File: src/rtl/map_frame_timer.sv
// Frame position generator for the sender map path: 4 x 1041 byte-slot raster, early payload FIFO reads.
// Optional macro MAP_MFAS_EN adds the 8-bit multiframe alignment count output o_mfas.
module map_frame_timer #(
  parameter int ROWS      = 4,
  parameter int COLS      = 1041,
  parameter int OH_COLS   = 16,
  parameter int PYLD_COLS = 1024
) (
  input  logic        i_clk,
  input  logic        i_rst,
  input  logic        i_start,
  input  logic        i_fifo_empty,
  output logic        o_pyld_rd_en,
  output logic [1:0]  o_row_cnt,
  output logic [10:0] o_col_cnt,
  output logic        o_running,
  output logic        o_sof,
  output logic        o_underflow,
  output logic [15:0] o_frame_cnt
`ifdef MAP_MFAS_EN
  ,
  output logic [7:0]  o_mfas
`endif
);

  localparam logic [1:0]  LAST_ROW  = 2'(ROWS - 1);
  localparam logic [10:0] LAST_COL  = 11'(COLS - 1);
  // Requests lead the payload columns by one cycle to cover the FIFO read latency.
  localparam logic [10:0] REQ_FIRST = 11'(OH_COLS - 1);
  localparam logic [10:0] REQ_LAST  = 11'(OH_COLS + PYLD_COLS - 2);

  typedef enum logic {IDLE, RUN} state_t;

  state_t      state_reg, state_next;
  logic [1:0]  row_reg, row_next;
  logic [10:0] col_reg, col_next;
  logic        running_reg, running_next;
  logic        sof_reg, sof_next;
  logic        underflow_reg, underflow_next;
  logic [15:0] frame_cnt_reg, frame_cnt_next;
  logic        req;
  logic        end_of_row;
  logic        end_of_frame;

`ifdef MAP_MFAS_EN
  logic [7:0]  mfas_reg, mfas_next;
`endif

  always_comb begin
    end_of_row     = (col_reg == LAST_COL);
    end_of_frame   = end_of_row && (row_reg == LAST_ROW);
    req            = (state_reg == RUN) && (col_reg >= REQ_FIRST) && (col_reg <= REQ_LAST);

    state_next     = state_reg;
    row_next       = row_reg;
    col_next       = col_reg;
    frame_cnt_next = frame_cnt_reg;
    underflow_next = underflow_reg | (req & i_fifo_empty);
`ifdef MAP_MFAS_EN
    mfas_next      = mfas_reg;
`endif

    case (state_reg)
      IDLE: begin
        row_next = 2'd0;
        col_next = 11'd0;
`ifdef MAP_MFAS_EN
        mfas_next = 8'd0;
`endif
        if (i_start) begin
          state_next = RUN;
        end
      end
      RUN: begin
        if (end_of_row) begin
          col_next = 11'd0;
          if (end_of_frame) begin
            row_next       = 2'd0;
            frame_cnt_next = frame_cnt_reg + 16'd1;
`ifdef MAP_MFAS_EN
            mfas_next      = mfas_reg + 8'd1;
`endif
          end else begin
            row_next = row_reg + 2'd1;
          end
        end else begin
          col_next = col_reg + 11'd1;
        end
      end
      default: begin
        state_next = IDLE;
      end
    endcase

    // Flags are computed from the next position so they register in step with the counters.
    running_next = (state_next == RUN);
    sof_next     = (state_next == RUN) && (row_next == 2'd0) && (col_next == 11'd0);
  end

  always_ff @(posedge i_clk) begin
    if (i_rst) begin
      state_reg     <= IDLE;
      row_reg       <= 2'd0;
      col_reg       <= 11'd0;
      running_reg   <= 1'b0;
      sof_reg       <= 1'b0;
      underflow_reg <= 1'b0;
      frame_cnt_reg <= 16'd0;
    end else begin
      state_reg     <= state_next;
      row_reg       <= row_next;
      col_reg       <= col_next;
      running_reg   <= running_next;
      sof_reg       <= sof_next;
      underflow_reg <= underflow_next;
      frame_cnt_reg <= frame_cnt_next;
    end
  end

`ifdef MAP_MFAS_EN
  always_ff @(posedge i_clk) begin
    if (i_rst) begin
      mfas_reg <= 8'd0;
    end else begin
      mfas_reg <= mfas_next;
    end
  end

  assign o_mfas = mfas_reg;
`endif

  assign o_pyld_rd_en = req & ~i_fifo_empty;
  assign o_row_cnt    = row_reg;
  assign o_col_cnt    = col_reg;
  assign o_running    = running_reg;
  assign o_sof        = sof_reg;
  assign o_underflow  = underflow_reg;
  assign o_frame_cnt  = frame_cnt_reg;

endmodule
File: config.mk
export PLATFORM = sky130hd
export DESIGN_NAME = map_frame_timer
export DESIGN_NICKNAME = d
export VERILOG_FILES = /design/src/rtl/map_frame_timer.sv
export SDC_FILE = /design/constraint.sdc
export NUM_CORES = 1
export LEC_CHECK = 0
export ABC_AREA = 1
export CAP_MARGIN = 20
export CORE_AREA = 2 2 88 90
export DETAILED_ROUTE_END_ITERATION = 6
export DIE_AREA = 0 0 90 92
export MAX_ROUTING_LAYER = met4
export PLACE_DENSITY = 0.4
export REMOVE_ABC_BUFFERS = 1
export SETUP_SLACK_MARGIN = 0.3
export SYNTH_ARGS = -nofsm -noshare
export SYNTH_HDL_FRONTEND = slang
export SYNTH_SLANG_ARGS = --single-unit
File: constraint.sdc
create_clock -name i_clk -period 2.42 [get_ports i_clk]
set_clock_uncertainty 0.2 [all_clocks]
set_input_delay 0.363 -clock i_clk [delete_from_list [all_inputs] [get_ports i_clk]]
set_output_delay 0.363 -clock i_clk [all_outputs]
set_load 0.03 [all_outputs]
==> flow_metrics.tcl <==
set metrics [dict create \
    syn_avg_cell_area_um2 6.47 \
    synth_area_mm2 0.00178 \
    fin_nets 330 \
    wl_um 5180 \
    die_x_um 90 \
    p_int_mw 0.746 \
    crit_start "o_col_cnt[2]" \
    antenna_found_initial 0 \
    coreArea_mm2 0.00745 \
    mostFrequentLayoutCells "77 x nand2_1, 47 x nor2_1, 34 x clkdlybuf4s50_1, 29 x dfxtp_1, 28 x nand3_1" \
    cp_cell_sequence "nand2_1 > nor2_4 > nand2_1 > a31oi_2 > nand2_1 > nor2_1 > buf_4" \
    clockRootBuffer "clkbuf_8" \
    synth_largest_area_cell "dfxtp_1" \
    ys_warn_count 0 \
    dr.pass1.iters 4 \
    wl_per_cell_um 12.2 \
    tns_ns 0 \
    clock-sinks 32 \
    setup_violations 0 \
    cpMaxStageDelayCell "dfxtp_4" \
    synth_top_area_frac 0.360 \
    die_h_um 92 \
    placed_cell_area_mm2 0.00226 \
    globalplace.congestion 0.802 \
    critical_path_class "register to primary output" \
    dieArea_mm2 0.00828 \
    cts_buffers 5 \
    num_rows 32 \
    initial_utilization 0.239 \
    syn_to_final_growth_pct 35.9 \
    rsz0062_at_grt "true" \
    period_needed_ns 2.08 \
    synth_xor_area_frac 0.0295 \
    synth_mux_area_frac 0 \
    synth_cell_types 26 \
    final_cells 423 \
    first_global_vias 1659 \
    layout-drive-gt1-share 0.115 \
    r2r-end "o_frame_cnt[1]" \
    use_met3 0.0296 \
    dr_total_vias 1828 \
    clk_latency_ns 0.29 \
    use_met2 0.193 \
    cp_common_cell "nand2_1" \
    critical_path_required_ns 1.86 \
    status "finished, final reports clean" \
    p_seq_frac 0.537 \
    grt_max_degree 20 \
    ys_seq_area_frac 0.360 \
    worstMarginPinSlew_ns 0.359 \
    synth.area.top_cells "dfxtp_1 36%, nand2_1 16%, nor2_1 10%, nand3_1 7.9%, inv_1 5.3%" \
    fillCellCount 836 \
    start_kind "register" \
    via_per_inst 4.32 \
    power_mw 0.991 \
    power_frac_comb 0.061 \
    maxSlewHeadroom 0.759 \
    crit_buf_inv 1 \
    mostFrequentLayoutCell "nand2_1" \
    max_freq_mhz 480 \
    cp_max_fo 8 \
    synth_fa_ha_area_frac 0.0352 \
    slew_viol_final 0 \
    grt_pass1_wl_um 8560 \
    endpoint "o_pyld_rd_en" \
    rr_worst_depth 9 \
    diodes 0 \
    synth_top_family_by_area "simple AND/OR/NAND/NOR gates" \
    cp_top_family "simple AND/OR/NAND/NOR gates" \
    critPathCaptureType "primary output" \
    p_sw_frac 0.248 \
    grt-busiest-layer "met2" \
    grt.met1_usage 0.185 \
    rrSetupSlack_ns 0.49 \
    synth-simple-area-share 0.428 \
    portBuffers 36 \
    synth_compound_area_frac 0.0668 \
    htree_levels 2 \
    maxCapViolations 0 \
    cpPeakStageDelay_ns 0.39 \
    ir_worst_vdd_v 0.000163 \
    synth_cells 275 \
    cellPowerDensity_mw_per_mm2 410 \
    arrival_ns 1.52 \
    cp.depth 7 \
    power.leakage_nw 0.932 \
    route.detailed.drc 0 \
    drtAntennaViolNets 0 \
    grt-ovfl-total 0 \
    p_switching_mw 0.245 \
    ys_ff_latch 32 \
    dp_cells 411 \
    final_hold_viol_count 0 \
    final_area_mm2 0.00242 \
    clkSlewWorstSetupHoldPaths_ns 0.07 \
    pwr-share-clk 0.402 \
    post-route-period-util 0.860 \
    io_pins 37 \
    cts.path.max_buffers 2 \
    reg2reg_from "o_col_cnt[0]" \
    cts_tree "yes" \
    dp_hpwl_um 3830 \
    holdWs_ns 0.258 \
    drtIter0Drc 69 \
    hold_class "register to register" \
    grt.total_usage 0.134 \
]
-- how the worst min path moves through the flow --
stage          cells past startpoint        start              end
5_1_grt                            2  o_underflow      o_underflow
6_report                           2  o_underflow      o_underflow
3_5_place_dp                       2  o_underflow      o_underflow
4_1_cts                            2  o_underflow      o_underflow
3_3_place_gp                       2  o_underflow      o_underflow
2_1_floorplan                      1        i_rst  o_frame_cnt[12]
-- Yosys cell counts (all sizes together) --
cell,instances
a21oi,14
a31oi,1
buf,2
clkbuf,3
clkinv,1
dfxtp,32
ha,5
inv,30
nand2,77
nand3,30
nand4,6
nor2,53
nor3,6
o21ai,7
o21bai,1
or2,1
xnor2,3
xor2,3
-- per-stage QoR --
| step | utilization | setup slack (ns) |
|---|---|---|
| 2_1_floorplan | - | 0.234 |
| 3_3_place_gp | 0.303 | 0.335 |
| 3_5_place_dp | 0.303 | 0.359 |
| 4_1_cts | 0.317 | 0.304 |
| 5_1_grt | 0.325 | 0.220 |
| 6_report | 0.325 | 0.338 |
-- metal layers --
layer | share of wire | wire length [um]
met2 | 0.43 | 2210
met3 | 0.039 | 204
met5 | 0 | 0
met4 | 0.014 | 72
met1 | 0.52 | 2690
-- power groups by stage --
stage               registers (mW)  logic [mW]  clock network, mW
floorplan                    0.556      0.0180                  0
global placement             0.547      0.0613                  0
detailed placement           0.546      0.0604                  0
CTS                          0.534      0.0612              0.422
global route                 0.533      0.0678              0.442
finish                       0.532      0.0606              0.398
-- logic make-up after synthesis --
family,Yosys count
buffers and inverters,36
AND/OR/NAND/NOR,173
flip-flops,32
adder cells (fa/ha/maj),5
AO/OA/AOI/OAI,23
XOR/XNOR,6
-- worst min-delay path: cells and delay by family, from the launching register on --
kind | cells | cell delay [ns]
compound gates | 1 | 0.05
buf+inv | 1 | 0.05
flops | 1 | 0.31
-- state kept, by name, summed over array words and instances (netlist names) --
name         count
o_running        1
o_sof            1
o_frame_cnt     16
o_col_cnt       11
o_underflow      1
o_row_cnt        2
-- timing repair --
action,in CTS,in global routing
pin swaps,2,3
hold buffers,0,0
endpoints found under the setup margin,1,6
gates cloned,0,0
setup buffers,1,4
resized for setup,7,5
-- final cells by class --
cell class	instances	area, um^2	share of cell area
clock buffers	6	72.6	0.0300
clock inverters	1	5.00	0.00207
well taps	102	128	0.0528
repair buffers	44	433	0.179
multi-input cells	207	1010	0.420
flip-flops and latches	32	649	0.268
inverters	31	116	0.0481
(Power assumes the default switching activity.)
